<file path="src/rtl/riscv_pkg.sv">
`default_nettype none
// ============================================================================
// Module   : riscv_pkg
// Brief    : Shared constants and types for the RISC-V fetch stage.
// Revision : 1.0
// ============================================================================
package riscv_pkg;

    localparam int          XLEN      = 32;
    localparam int          ROM_DEPTH = 256;
    localparam logic [31:0] RESET_PC  = 32'h0000_0000;

    // Queue pointers and occupancy are sized for the largest legal depth (4).
    localparam int c_MAX_DEPTH = 4;
    localparam int c_PTR_W     = 2;
    localparam int c_CNT_W     = 3;

    typedef enum logic [1:0] {
        S_IDLE  = 2'd0,
        S_RUN   = 2'd1,
        S_FLUSH = 2'd2
    } fetch_state_e;

    typedef struct packed {
        logic [XLEN-1:0] pc;
        logic [XLEN-1:0] instr;
    } fetch_pkt_t;

endpackage
`default_nettype wire

</file>
<file path="src/rtl/riscv_fetch_skidbuf.sv">
`default_nettype none
// ============================================================================
// Module   : riscv_fetch_skidbuf
// Brief    : BUF_DEPTH-entry circular queue of fetch packets (push/pop/flush).
// Revision : 1.0
// ============================================================================
module riscv_fetch_skidbuf
    import riscv_pkg::*;
#(
    parameter int BUF_DEPTH = 2
)(
    input  logic               clk,
    input  logic               rst,
    input  logic               push,
    input  logic               pop,
    input  logic               flush,
    input  fetch_pkt_t         push_pkt,
    output fetch_pkt_t         head_pkt,
    output logic [c_CNT_W-1:0] count
);

    fetch_pkt_t           r_mem [c_MAX_DEPTH];
    logic [c_PTR_W-1:0]   r_wr_ptr;
    logic [c_PTR_W-1:0]   r_rd_ptr;
    logic [c_CNT_W-1:0]   r_count;

    function automatic logic [c_PTR_W-1:0] ptr_inc(input logic [c_PTR_W-1:0] p);
        return (p == c_PTR_W'(BUF_DEPTH - 1)) ? '0 : p + c_PTR_W'(1);
    endfunction

    always_ff @(posedge clk or negedge rst) begin
        if (!rst) begin
            r_wr_ptr <= '0;
            r_rd_ptr <= '0;
            r_count  <= '0;
            for (int i = 0; i < c_MAX_DEPTH; i++) begin
                r_mem[i] <= '0;
            end
        end else if (flush) begin
            r_wr_ptr <= '0;
            r_rd_ptr <= '0;
            r_count  <= '0;
        end else begin
            if (push) begin
                r_mem[r_wr_ptr] <= push_pkt;
                r_wr_ptr        <= ptr_inc(r_wr_ptr);
            end
            if (pop) begin
                r_rd_ptr <= ptr_inc(r_rd_ptr);
            end
            case ({push, pop})
                2'b10:   r_count <= r_count + c_CNT_W'(1);
                2'b01:   r_count <= r_count - c_CNT_W'(1);
                default: r_count <= r_count;
            endcase
        end
    end

    assign head_pkt = r_mem[r_rd_ptr];
    assign count    = r_count;

    // The issue throttle upstream guarantees a slot for every returning word.
    a_no_overflow: assert property (@(posedge clk) disable iff (!rst)
        !(push && !pop && !flush && (r_count == c_CNT_W'(BUF_DEPTH))));

endmodule
`default_nettype wire

</file>
<file path="src/rtl/riscv_fetch_stage.sv">
`default_nettype none
// ============================================================================
// Module   : riscv_fetch_stage
// Brief    : RISC-V IF stage: PC, ROM issue, skid queue, IF/ID valid/ready.
//            Optional perf counters when RISCV_FETCH_PERF_EN is defined.
// Revision : 1.0
// ============================================================================
module riscv_fetch_stage
    import riscv_pkg::*;
#(
    parameter int          ROM_DEPTH = riscv_pkg::ROM_DEPTH,
    parameter logic [31:0] RESET_PC  = riscv_pkg::RESET_PC,
    parameter int          BUF_DEPTH = 2
)(
    input  logic                         clk,
    input  logic                         rst,
    input  logic                         fetch_en,
    output logic                         imem_en,
    output logic [$clog2(ROM_DEPTH)-1:0] imem_addr,
    input  logic [XLEN-1:0]              imem_rdata,
    input  logic                         redirect_valid,
    input  logic [XLEN-1:0]              redirect_pc,
    output logic                         id_valid,
    input  logic                         id_ready,
    output logic [XLEN-1:0]              id_pc,
    output logic [XLEN-1:0]              id_instr
`ifdef RISCV_FETCH_PERF_EN
    ,
    output logic [31:0]                  perf_fetched,
    output logic [31:0]                  perf_bubbles
`endif
);

    localparam int c_AW = $clog2(ROM_DEPTH);

    fetch_state_e       r_state;
    fetch_state_e       w_state_nxt;
    logic [XLEN-1:0]    r_pc;
    logic [XLEN-1:0]    r_inflight_pc;
    logic               r_inflight;
    logic [c_AW-1:0]    w_word_nxt;
    logic [XLEN-1:0]    w_pc_inc;
    logic [c_CNT_W-1:0] w_count;
    logic [3:0]         w_occ;
    logic               w_pop;
    logic               w_push;
    logic               w_fetching;
    fetch_pkt_t         w_head;
    fetch_pkt_t         w_push_pkt;

    always_ff @(posedge clk or negedge rst) begin
        if (!rst) begin
            r_state <= S_IDLE;
        end else begin
            r_state <= w_state_nxt;
        end
    end

    // The flush state still issues when fetch_en is high, so the redirect
    // target is fetched the cycle after the redirect (3-cycle penalty).
    always_comb begin
        w_state_nxt = r_state;
        w_fetching  = 1'b0;
        imem_en     = 1'b0;
        id_valid    = 1'b0;
        case (r_state)
            S_IDLE:  w_state_nxt = fetch_en ? S_RUN : S_IDLE;
            S_RUN: begin
                w_fetching  = 1'b1;
                w_state_nxt = fetch_en ? S_RUN : S_IDLE;
            end
            S_FLUSH: begin
                w_fetching  = fetch_en;
                w_state_nxt = fetch_en ? S_RUN : S_IDLE;
            end
            default: w_state_nxt = S_IDLE;
        endcase
        if (redirect_valid) begin
            w_state_nxt = S_FLUSH;
        end
        id_valid = (w_count != '0) && !redirect_valid;
        imem_en  = w_fetching && !redirect_valid && (w_occ < 4'(BUF_DEPTH));
    end

    assign w_pop = id_valid && id_ready;
    // Slots already claimed next cycle: queued + returning - leaving.
    assign w_occ = 4'(w_count) + 4'(r_inflight) - 4'(w_pop);

    assign w_word_nxt = r_pc[c_AW+1:2] + c_AW'(1);
    assign w_pc_inc   = {r_pc[XLEN-1:c_AW+2], w_word_nxt, 2'b00};
    assign imem_addr  = r_pc[c_AW+1:2];

    always_ff @(posedge clk or negedge rst) begin
        if (!rst) begin
            r_pc          <= RESET_PC;
            r_inflight    <= 1'b0;
            r_inflight_pc <= '0;
        end else begin
            r_inflight <= imem_en;
            if (imem_en) begin
                r_inflight_pc <= r_pc;
            end
            if (redirect_valid) begin
                r_pc <= redirect_pc & ~32'd3;
            end else if (imem_en) begin
                r_pc <= w_pc_inc;
            end
        end
    end

    assign w_push           = r_inflight && !redirect_valid;
    assign w_push_pkt.pc    = r_inflight_pc;
    assign w_push_pkt.instr = imem_rdata;

    riscv_fetch_skidbuf #(
        .BUF_DEPTH (BUF_DEPTH)
    ) u_skidbuf (
        .clk      (clk),
        .rst      (rst),
        .push     (w_push),
        .pop      (w_pop),
        .flush    (redirect_valid),
        .push_pkt (w_push_pkt),
        .head_pkt (w_head),
        .count    (w_count)
    );

    assign id_pc    = w_head.pc;
    assign id_instr = w_head.instr;

`ifdef RISCV_FETCH_PERF_EN
    always_ff @(posedge clk or negedge rst) begin
        if (!rst) begin
            perf_fetched <= '0;
            perf_bubbles <= '0;
        end else begin
            if (w_pop && (perf_fetched != '1)) begin
                perf_fetched <= perf_fetched + 32'd1;
            end
            if ((r_state == S_RUN) && !id_valid && (perf_bubbles != '1)) begin
                perf_bubbles <= perf_bubbles + 32'd1;
            end
        end
    end
`else
    // Default build carries no performance counters.
`endif

endmodule
`default_nettype wire

</file>
<file path="config.mk">
export PLATFORM = sky130hd
export DESIGN_NAME = riscv_fetch_stage
export DESIGN_NICKNAME = d
export VERILOG_FILES = /design/src/rtl/riscv_pkg.sv /design/src/rtl/riscv_fetch_skidbuf.sv /design/src/rtl/riscv_fetch_stage.sv
export SDC_FILE = /design/constraint.sdc
export NUM_CORES = 1
export LEC_CHECK = 0
export CELL_PAD_IN_SITES_DETAIL_PLACEMENT = 0
export CELL_PAD_IN_SITES_GLOBAL_PLACEMENT = 1
export CORE_MARGIN = 4
export CORE_UTILIZATION = 48
export CTS_CLUSTER_SIZE = 28
export DETAILED_ROUTE_END_ITERATION = 10
export MAX_ROUTING_LAYER = met4
export PLACE_DENSITY = 0.8
export SYNTH_ARGS = -nofsm -noshare
export SYNTH_HDL_FRONTEND = slang
export SYNTH_SLANG_ARGS = --single-unit
</file>
<file path="constraint.sdc">
create_clock -name clk -period 4.8 [get_ports clk]
set_clock_uncertainty 0.05 [all_clocks]
set_input_delay 0.96 -clock clk [delete_from_list [all_inputs] [get_ports clk]]
set_output_delay 0.96 -clock clk [all_outputs]
set_load 0.01 [all_outputs]
</file>
# --- Word-level counts from Yosys, hierarchy flattened ---
# Cells that the tools add are included.
# Widths: inputs -> output; s select.
classes:
  addsub: 7
  n_mul: 0
  div: 0
  order_cmp: 4
  eq_ne: 6
  shift: 0
  mux: 20
  bitwise: 3
  n_reduce_logical: 15
ops:
  columns: ["cell", "n"]
  rows:
  - ["$bwmux 256", 1]
  - ["$mux 64", 3]
  - ["$bmux 64 s2", 1]
  - ["$demux 64 s2", 1]
  - ["$mux 32", 1]
  - ["$mux 2", 7]
  - ["$mux 10", 1]
  - ["$add 8x1->8 const B", 1]
  - ["$eq 2x1->1 const B", 4]
  - ["$ge 3x3->1 const B", 2]
  - ["$logic_and 1x1->1", 6]
  - ["$not 2->3", 2]
  - ["$pmux 3 s2", 1]
  - ["$reduce_bool 2->1", 3]
  - ["$reduce_bool 3->1", 2]
  - ["$add 2x1->2 const B", 2]
  - ["$add 3x1->4", 1]
  - ["$eq 2x2->1 const B", 2]
  - ["$lt 4x2->1 const B", 1]
  - ["$sub 4x1->4", 1]
  - ["$add 3x1->3 const B", 1]
  - ["$lt 3x1->1 const B", 1]
  - ["$mux 3", 1]
  - ["$reduce_or 3->1", 1]
  - ["other kinds (7)", 8]
totals:
  ff_bits: 330
  latchBits: 0
  ramBits: 0
  rom_bits: 0
  in_bits: 69
  out_inout_bits: 74
  elab_cells: 71
  mem_count: 0

# --- Logic depth before layout (Yosys ltp) ---
# Gate-level depths: netlist of the first run.
logic_depth:
  depth_word: 8
  depth_mapped: 12
  mapped_depth_nobuf: 10

# --- By module ---
# Synthesis of the first run repeated with hierarchy kept, for this count alone.
unflattened:
  cells_unflattened: 858
  area_unflattened_um2: 14780.4
modules_own_cells:
  columns: ["mod", "n_inst", "cells_per_inst", "area_per_inst_um2", "seq_area_each_um2"]
  rows:
  - ["riscv_fetch_skidbuf", 1, 651, 11995.3, 6581.3]
  - ["riscv_fetch_stage", 1, 207, 2785.2, 1576.5]

# --- Worst setup path after synthesis of the first run ---
# No wires, ideal clock.
synth_path:
  path_kind: "input -> output"
  from: "input redirect_valid"
  to: "output imem_en"
  arrival_time_ns: 3.234
  required_ns: 3.790
  path_slack_ns: 0.556
  cell_stages: 10
  n_path_buf: 3
  path_cell_list: "buf_2 > nor3_1 > ha_1 > nor2b_1 > fa_1 > nor3_1 > nand3_1 > a21oi_2 > buf_4 > buf_2"
synth_via:
  elab_chain_cells: 6
  elab_cells_between_ends: 7
  cone_classes: "1 x add/sub; 1 x order compare; 5 x reduce/logical"
synth_rtl:
  columns: ["item", "line", "source"]
  rows:
  - ["start, declared", "riscv_fetch_stage.sv:21", "input logic redirect_valid,"]
  - ["$logic_not 1->1 (*)", "riscv_fetch_stage.sv:81, riscv_fetch_stage.sv:82", null]
  - ["$logic_and 1x1->1", "riscv_fetch_stage.sv:81", "id_valid = (w_count != '0) && !redirect_valid;"]
  - ["$logic_and 1x1->1", "riscv_fetch_stage.sv:85", "assign w_pop = id_valid && id_ready;"]
  - ["$sub 4x1->4", "riscv_fetch_stage.sv:87", "assign w_occ = 4'(w_count) + 4'(r_inflight) - 4'(w_pop);"]
  - ["$lt 4x2->1", "riscv_fetch_stage.sv:82", "imem_en = w_fetching && !redirect_valid && (w_occ < 4'(BUF_DEPTH));"]
  - ["$logic_and 1x1->1 (*)", "riscv_fetch_stage.sv:82", null]
  - ["end, declared", "riscv_fetch_stage.sv:18", "output logic imem_en,"]
# Every way passes the cells marked *; elsewhere a longest branch is shown, timed or not.

# --- Final worst setup path of the first run ---
layout_path:
  from: "input id_ready"
  to: "output imem_en"
layout_via:
  elab_chain_cells: 4
layout_rtl:
  columns: ["item", "line", "source"]
  rows:
  - ["start, declared", "riscv_fetch_stage.sv:24", "input logic id_ready,"]
  - ["$logic_and 1x1->1", "riscv_fetch_stage.sv:85", null]
  - ["$sub 4x1->4", "riscv_fetch_stage.sv:87", null]
  - ["$lt 4x2->1", "riscv_fetch_stage.sv:82", null]
  - ["$logic_and 1x1->1", "riscv_fetch_stage.sv:82", null]
# Every way passes these cells.

==> flow_metrics.env, run 1 <==
export IMPL_ant_nets=0
export IMPL_fp_dieArea_sq_um=31530
export IMPL_tightest_slew_ns=0.9970
export IMPL_finalSetupViolations=0
export IMPL_finalHoldViolCount=0
export IMPL_clkLatencyLatePin_ns=0.50
export IMPL_status="finished clean"
export IMPL_yosysTopAreaCellShare_pct=57.65
export IMPL_wl_per_cell_um=19.79
export IMPL_ys_ff_latch=318
export IMPL_fin_area_sq_um=16710
export IMPL_grt_use_total_pct=18.46
export IMPL_dpl_hpwl_um=16600
export IMPL_cts_path_max_buffers=3
export IMPL_r2r_start="u_skidbuf.count[1]"
export IMPL_fmax_ghz=0.2173
export IMPL_path_clk_slew_ns=0.06
export IMPL_fp_dieH_um=177.6
export IMPL_clockRootBuffer="clkbuf_16"
export IMPL_timing_critical_path_mode_cell="clkdlybuf4s50_1"
export IMPL_synth_main_ff_cell="dfrtp_1"
export IMPL_fin_ws_ns=0.1971
export IMPL_syn_to_final_growth_pct=21.04
export IMPL_initial_core_util_pct=49.14
export IMPL_nNetsFinal=1054
export IMPL_overflow=0
export IMPL_regToRegSetupSlack_ns=1.20
export IMPL_whs_path_depth=1
export IMPL_synth_edf_count=0
export IMPL_ys_seq_area_share_pct=57.65
export IMPL_critPathSlowestCell="clkdlybuf4s50_1"
export IMPL_synthArstFlopShare_pct=100.0
export IMPL_max_slew_margin_rel_pct=33.25
export IMPL_core_area_sq_um=28090
export IMPL_cp_required_ns=3.79
export IMPL_gp_congestion=0.7139
export IMPL_fillerInstances=2252
export IMPL_fin_crit_ns=4.603
export IMPL_vdd_ir_drop_worst_mv=0.3559
export IMPL_place_ws_ns=0.1031
export IMPL_worstRegToRegCells=11
export IMPL_first_pass_iters=4
export IMPL_row_count=61
export IMPL_vias_per_cell=5.468
export IMPL_ios=143
export IMPL_hold_class="register to register"
export IMPL_rr_endpoint="r_pc[8]"
export IMPL_slew_violations=0
export IMPL_ys_types=39
export IMPL_end_kind="output port"
export IMPL_totalWireLength_um=27250
export IMPL_grt_pass1_vias=8146
export IMPL_cts_num_sinks=318
export IMPL_fin_setup_tns_ns=0
export IMPL_grt_max_degree=123
export IMPL_syn_area_per_cell_sq_um=16.41
export IMPL_drtIter0Drc=294
export IMPL_synth_most_common_cell="dfrtp_1"
export IMPL_yosys_top_cells_count="318 x dfrtp_1, 286 x mux2_2, 62 x mux4_2"
export IMPL_critPathArrivalTime_ns=3.59
export IMPL_synth_top_area_cell="dfrtp_1"
export IMPL_synth_area_leaders="dfrtp_1 58%, mux2_2 23%, mux4_2 10%, mux2_1 1.4%, buf_2 1.2%"
export IMPL_start_kind="input port"
export IMPL_cts_buffers=35
export IMPL_p_total_w=0.007927
export IMPL_drive_gt1_share_pct=43.19
export IMPL_p_leak_nw=7.560
export IMPL_htreeDepth=2
export IMPL_crit_type="input port to output port"
export IMPL_port_buffers=138
export IMPL_min_from="u_skidbuf.r_mem[103]"
export IMPL_netlist_instances=841
export IMPL_antenna_found_initial=1
export IMPL_path_max_fanout=3
export IMPL_drc_errors=0
export IMPL_cts_tree="done"
export IMPL_drv_cap=0
export IMPL_die_w_um=177.6
export IMPL_via_count=7530
export IMPL_powerDensity_nw_per_um2=474.5
export IMPL_crit_chain="clkdlybuf4s50_1 > inv_1 > nor3_2 > ha_1 > nor2b_1 > fa_1 > nor3_1 > nand3_1 > a21oi_4 > clkdlybuf4s50_1"
export IMPL_final_period_utilization_pct=95.89
export IMPL_placed_area_sq_um=15530
export IMPL_netlist_area_sq_um=13800
export IMPL_max_stage_delay_ns=0.55
export IMPL_rsz0062_at_grt="false"
export IMPL_yosys_warnings=0
export IMPL_grt_pass1_wl_um=45020
export IMPL_min_to="u_skidbuf.r_mem[103]"
## final cells by class
type                       instances  area [sq um]  share of cell area [%]
sequential                       318          7963                   47.66
multi-input combinational        451          5473                   32.76
timing repair buffer             159          1589                   9.511
clock buffer                      52          1041                   6.231
tap                              378         473.0                   2.831
clock inverter                     7         125.1                  0.7489
inverter                          11         41.29                  0.2471
antenna                            1         2.502                 0.01498
## routing by layer
metal  routed length [um]  GRT usage, %  vias to the layer above
li1                     -             -                     3361
met1                12230         25.18                     3992
met2                13390         29.57                      139
met3                 1193         3.217                       38
met4                  446         3.964                        0
met5                    0             -                        -
## power by group
part | internal, W | switching [W] | total (W) | leakage, nW
clock network | 0.00166 | 0.00102 | 0.00268 | 0.572
registers | 0.00313 | 0.000343 | 0.00348 | 4.23
logic | 0.00115 | 0.000620 | 0.00177 | 2.76
## state kept, by name, summed over array words and instances (netlist names)
signal,flops
r_inflight_pc,30
r_pc,30
u_skidbuf.r_rd_ptr,2
r_state,2
r_inflight,1
u_skidbuf.r_mem,248
u_skidbuf.r_wr_ptr,2
u_skidbuf.count,3
## critical path, delay by kind of cell
| kind | cells | cell delay [ns] |
|---|---|---|
| adder cells (fa/ha/maj) | 2 | 0.69 |
| AND/OR/NAND/NOR | 4 | 0.69 |
| AO/OA/AOI/OAI | 1 | 0.16 |
| buffers and inverters | 3 | 1.10 |
## logic make-up after synthesis
kind of cell	count (synthesis)	synth area share (%)
other	1	0.02717
adder cells (fa/ha/maj)	9	0.9246
flip-flops	318	57.65
buffers and inverters	73	2.928
AO/OA/AOI/OAI	21	1.106
multiplexers	366	34.91
AND/OR/NAND/NOR	47	2.076
XOR/XNOR	6	0.3807
## cells in the final DEF, fill, tap and decap left out, drive strengths merged, types with 7 or more instances in the layout
| master | n |
|---|---|
| dfrtp | 318 |
| mux2 | 303 |
| clkdlybuf4s50 | 136 |
| mux4 | 62 |
| clkbuf | 52 |
| buf | 23 |
| inv | 12 |
| nor2 | 11 |
| nand2 | 8 |
| ha | 7 |
## through the flow
stage | std cells | hold slack (ns) | utilization (%)
floorplan | 842 | 0.4024 | -
detailed placement | 1317 | 0.4193 | 55.31
finish | 1377 | 0.4300 | 59.48
global placement | 1317 | 0.4128 | 55.31
global route | 1377 | 0.4471 | 59.48
CTS | 1376 | 0.4320 | 59.46
## worst max-delay path by stage
| stage | from | end | slack [ns] | depth (start not counted) |
|---|---|---|---|---|
| floorplan | redirect_valid | imem_en | 0.56 | 10 |
| global placement | id_ready | imem_en | 0.11 | 10 |
| detailed placement | id_ready | imem_en | 0.10 | 10 |
| CTS | id_ready | imem_en | 0.1 | 10 |
| global route | id_ready | imem_en | 0.02 | 10 |
| finish | id_ready | imem_en | 0.20 | 10 |
## what timing repair did
action                     in CTS  in global routing
hold endpoints to repair        0                  0
setup endpoints to repair       0                  1
buffers inserted                0                  0
gates resized for setup         0                  1
hold buffers                    0                  0
Note: power is estimated with default switching activity, not from simulation.
==> run 2, diff against run 1 <==
CTS_CLUSTER_SIZE = default   (was 28)
REMOVE_ABC_BUFFERS = 1   (was default)
TNS_END_PERCENT = 50   (was default)
==> run 2 against run 1 <==
Die area is the same. First-iteration DRC count grew 19%. Largest power group unchanged. Hold slack lost 0.0012 ns. Via count grew 0.46%. Sequential share of layout area grew 0.11 points. Global-route usage is essentially flat. Critical endpoint unchanged.
==> flow_metrics.env, run 2 (synthesized netlist as in run 1, its figures left out) <==
export IMPL_htreeDepth=2
export IMPL_wl_met1_um=12580
export IMPL_drive_gt1_share_pct=43.10
export IMPL_hold_class="register to register"
export IMPL_rsz0062_at_grt="false"
export IMPL_end_kind="output port"
export IMPL_finalSetupViolations=0
export IMPL_switchingPower_w=0.001999
export IMPL_cts_num_sinks=318
export IMPL_p_leak_nw=7.565
export IMPL_clockRootBuffer="clkbuf_16"
export IMPL_path_clk_slew_ns=0.06
export IMPL_overflow=0
export IMPL_min_from="u_skidbuf.r_mem[105]"
export IMPL_final_common_cell="dfrtp_1"
export IMPL_dr_max_layer_used="met4"
export IMPL_status="finished clean"
export IMPL_start_kind="input port"
export IMPL_holdWs_ns=0.4288
export IMPL_tightest_slew_ns=1.055
export IMPL_row_count=61
export IMPL_slew_violations=0
export IMPL_fp_dieArea_sq_um=31530
export IMPL_grt_max_degree=117
export IMPL_vdd_ir_drop_worst_mv=0.2495
export IMPL_final_cells=1378
export IMPL_switching_share_pct=25.33
export IMPL_seq_power_share_pct=44.0
export IMPL_final_period_utilization_pct=88.96
export IMPL_grt_pass1_wl_um=44910
export IMPL_antennaDiodeCount=0
export IMPL_whs_path_depth=1
export IMPL_cts_path_max_buffers=3
export IMPL_fmax_ghz=0.2342
export IMPL_combPwrFrac_pct=22.4
export IMPL_p_clk_share_pct=33.6
export IMPL_max_slew_margin_rel_pct=29.68
export IMPL_grt_use_total_pct=18.42
export IMPL_core_area_sq_um=28090
export IMPL_post_place_cells=1316
export IMPL_die_w_um=177.6
export IMPL_rr_endpoint="r_pc[8]"
export IMPL_cp_required_ns=3.79
export IMPL_nNetsFinal=1055
export IMPL_fillerInstances=2241
export IMPL_min_to="u_skidbuf.r_mem[105]"
export IMPL_antenna_found_initial=0
export IMPL_worstRegToRegCells=11
export IMPL_ant_nets=0
export IMPL_cts_tree="done"
export IMPL_crit_type="input port to output port"
export IMPL_most_common_layout_cells="316 x dfrtp_1, 286 x mux2_2, 135 x clkdlybuf4s50_1"
export IMPL_drc_errors=0
export IMPL_fin_crit_ns=4.270
export IMPL_fin_area_sq_um=16670
export IMPL_initial_core_util_pct=49.14
export IMPL_multiInputGateArea_sq_um=5473
export IMPL_r2r_start="u_skidbuf.count[1]"
export IMPL_dr_wl_met3_um=952
export IMPL_largest_register="u_skidbuf.r_mem"
export IMPL_utilization_pct=59.36
export IMPL_totalWireLength_um=27220
export IMPL_cts_buffers=36
export IMPL_largest_register_ffs=248
export IMPL_top_regs="u_skidbuf.r_mem: 248 flops, r_inflight_pc: 30 flops, r_pc: 30 flops"
export IMPL_vias_per_cell=5.490
export IMPL_syn_to_final_growth_pct=20.79
export IMPL_finalHoldViolCount=0
export IMPL_placed_area_sq_um=15520
export IMPL_critPathArrivalTime_ns=3.26
export IMPL_via_count=7565
export IMPL_p_total_w=0.007894
export IMPL_first_pass_iters=4
export IMPL_clkLatencyLatePin_ns=0.50
export IMPL_powerDensity_nw_per_um2=473.5
export IMPL_grt_pass1_vias=8251
export IMPL_seq_area_sq_um=7965
export IMPL_path_max_fanout=3
export IMPL_drv_cap=0
export IMPL_dr_wl_met2_um=13150
export IMPL_wl_per_cell_um=19.76
export IMPL_port_buffers=138
export IMPL_internal_power_w=0.005895
export IMPL_fp_dieH_um=177.6
export IMPL_drtIter0Drc=350
export IMPL_regToRegSetupSlack_ns=1.15
export IMPL_ios=143
export IMPL_gp_congestion=0.6954
export IMPL_dpl_hpwl_um=16040
run 2: worst max-delay path by stage:
stage,startpoint,to,cells after the start
after floorplan,redirect_valid,u_skidbuf.r_mem[128],2
after global placement,id_ready,imem_en,10
after detailed placement,id_ready,imem_en,10
after CTS,id_ready,imem_en,10
after global routing,id_ready,imem_en,10
final,id_ready,imem_en,10
run 2: final cells by class:
type                            count  area share (%)
Clock buffer                       53           6.273
Clock inverter                      8          0.5778
Inverter                           11          0.2476
Multi-Input combinational cell    451           32.82
Sequential cell                   318           47.77
Tap cell                          378           2.837
Timing Repair Buffer              159           9.470
run 2: per-stage QoR:
stage	TNS, ns	setup WS, ns
CTS	0	0.08333
finish	0	0.5297
global placement	0	0.02824
detailed placement	-0.002179	-0.002179
floorplan	-185.17	-2.986
global route	0	0.3456
run 2: timing repair:
item / 4_1_cts / 5_1_grt
setup buffers: 0 / 1
endpoints found under the setup margin: 1 / 1
resized for setup: 1 / 1
pin swaps: 0 / 1
hold buffers: 0 / 0
run 2: metal layers:
layer,vias up,GRT usage (%)
li1,3363,-
met1,4023,25.13
met4,0,4.673
met2,131,29.46
met3,48,2.791
met5,-,-
run 2: power groups by stage:
| stage | Combinational (W) | Sequential, W | Clock, W |
|---|---|---|---|
| floorplan | 0.000962 | 0.00341 | 0 |
| global placement | 0.00177 | 0.00350 | 0 |
| detailed placement | 0.00179 | 0.00352 | 0 |
| CTS | 0.00180 | 0.00348 | 0.00273 |
| global route | 0.00191 | 0.00355 | 0.00283 |
| finish | 0.00176 | 0.00348 | 0.00265 |
run 2: worst max-delay path: stages:
cell             delay [ns]
clkdlybuf4s50_1        0.45
inv_1                  0.07
nor3_2                 0.20
ha_1                   0.27
nor2b_1                0.15
fa_1                   0.43
nor3_1                 0.18
nand3_1                0.18
a21oi_4                0.20
dlymetal6s2s_1         0.18
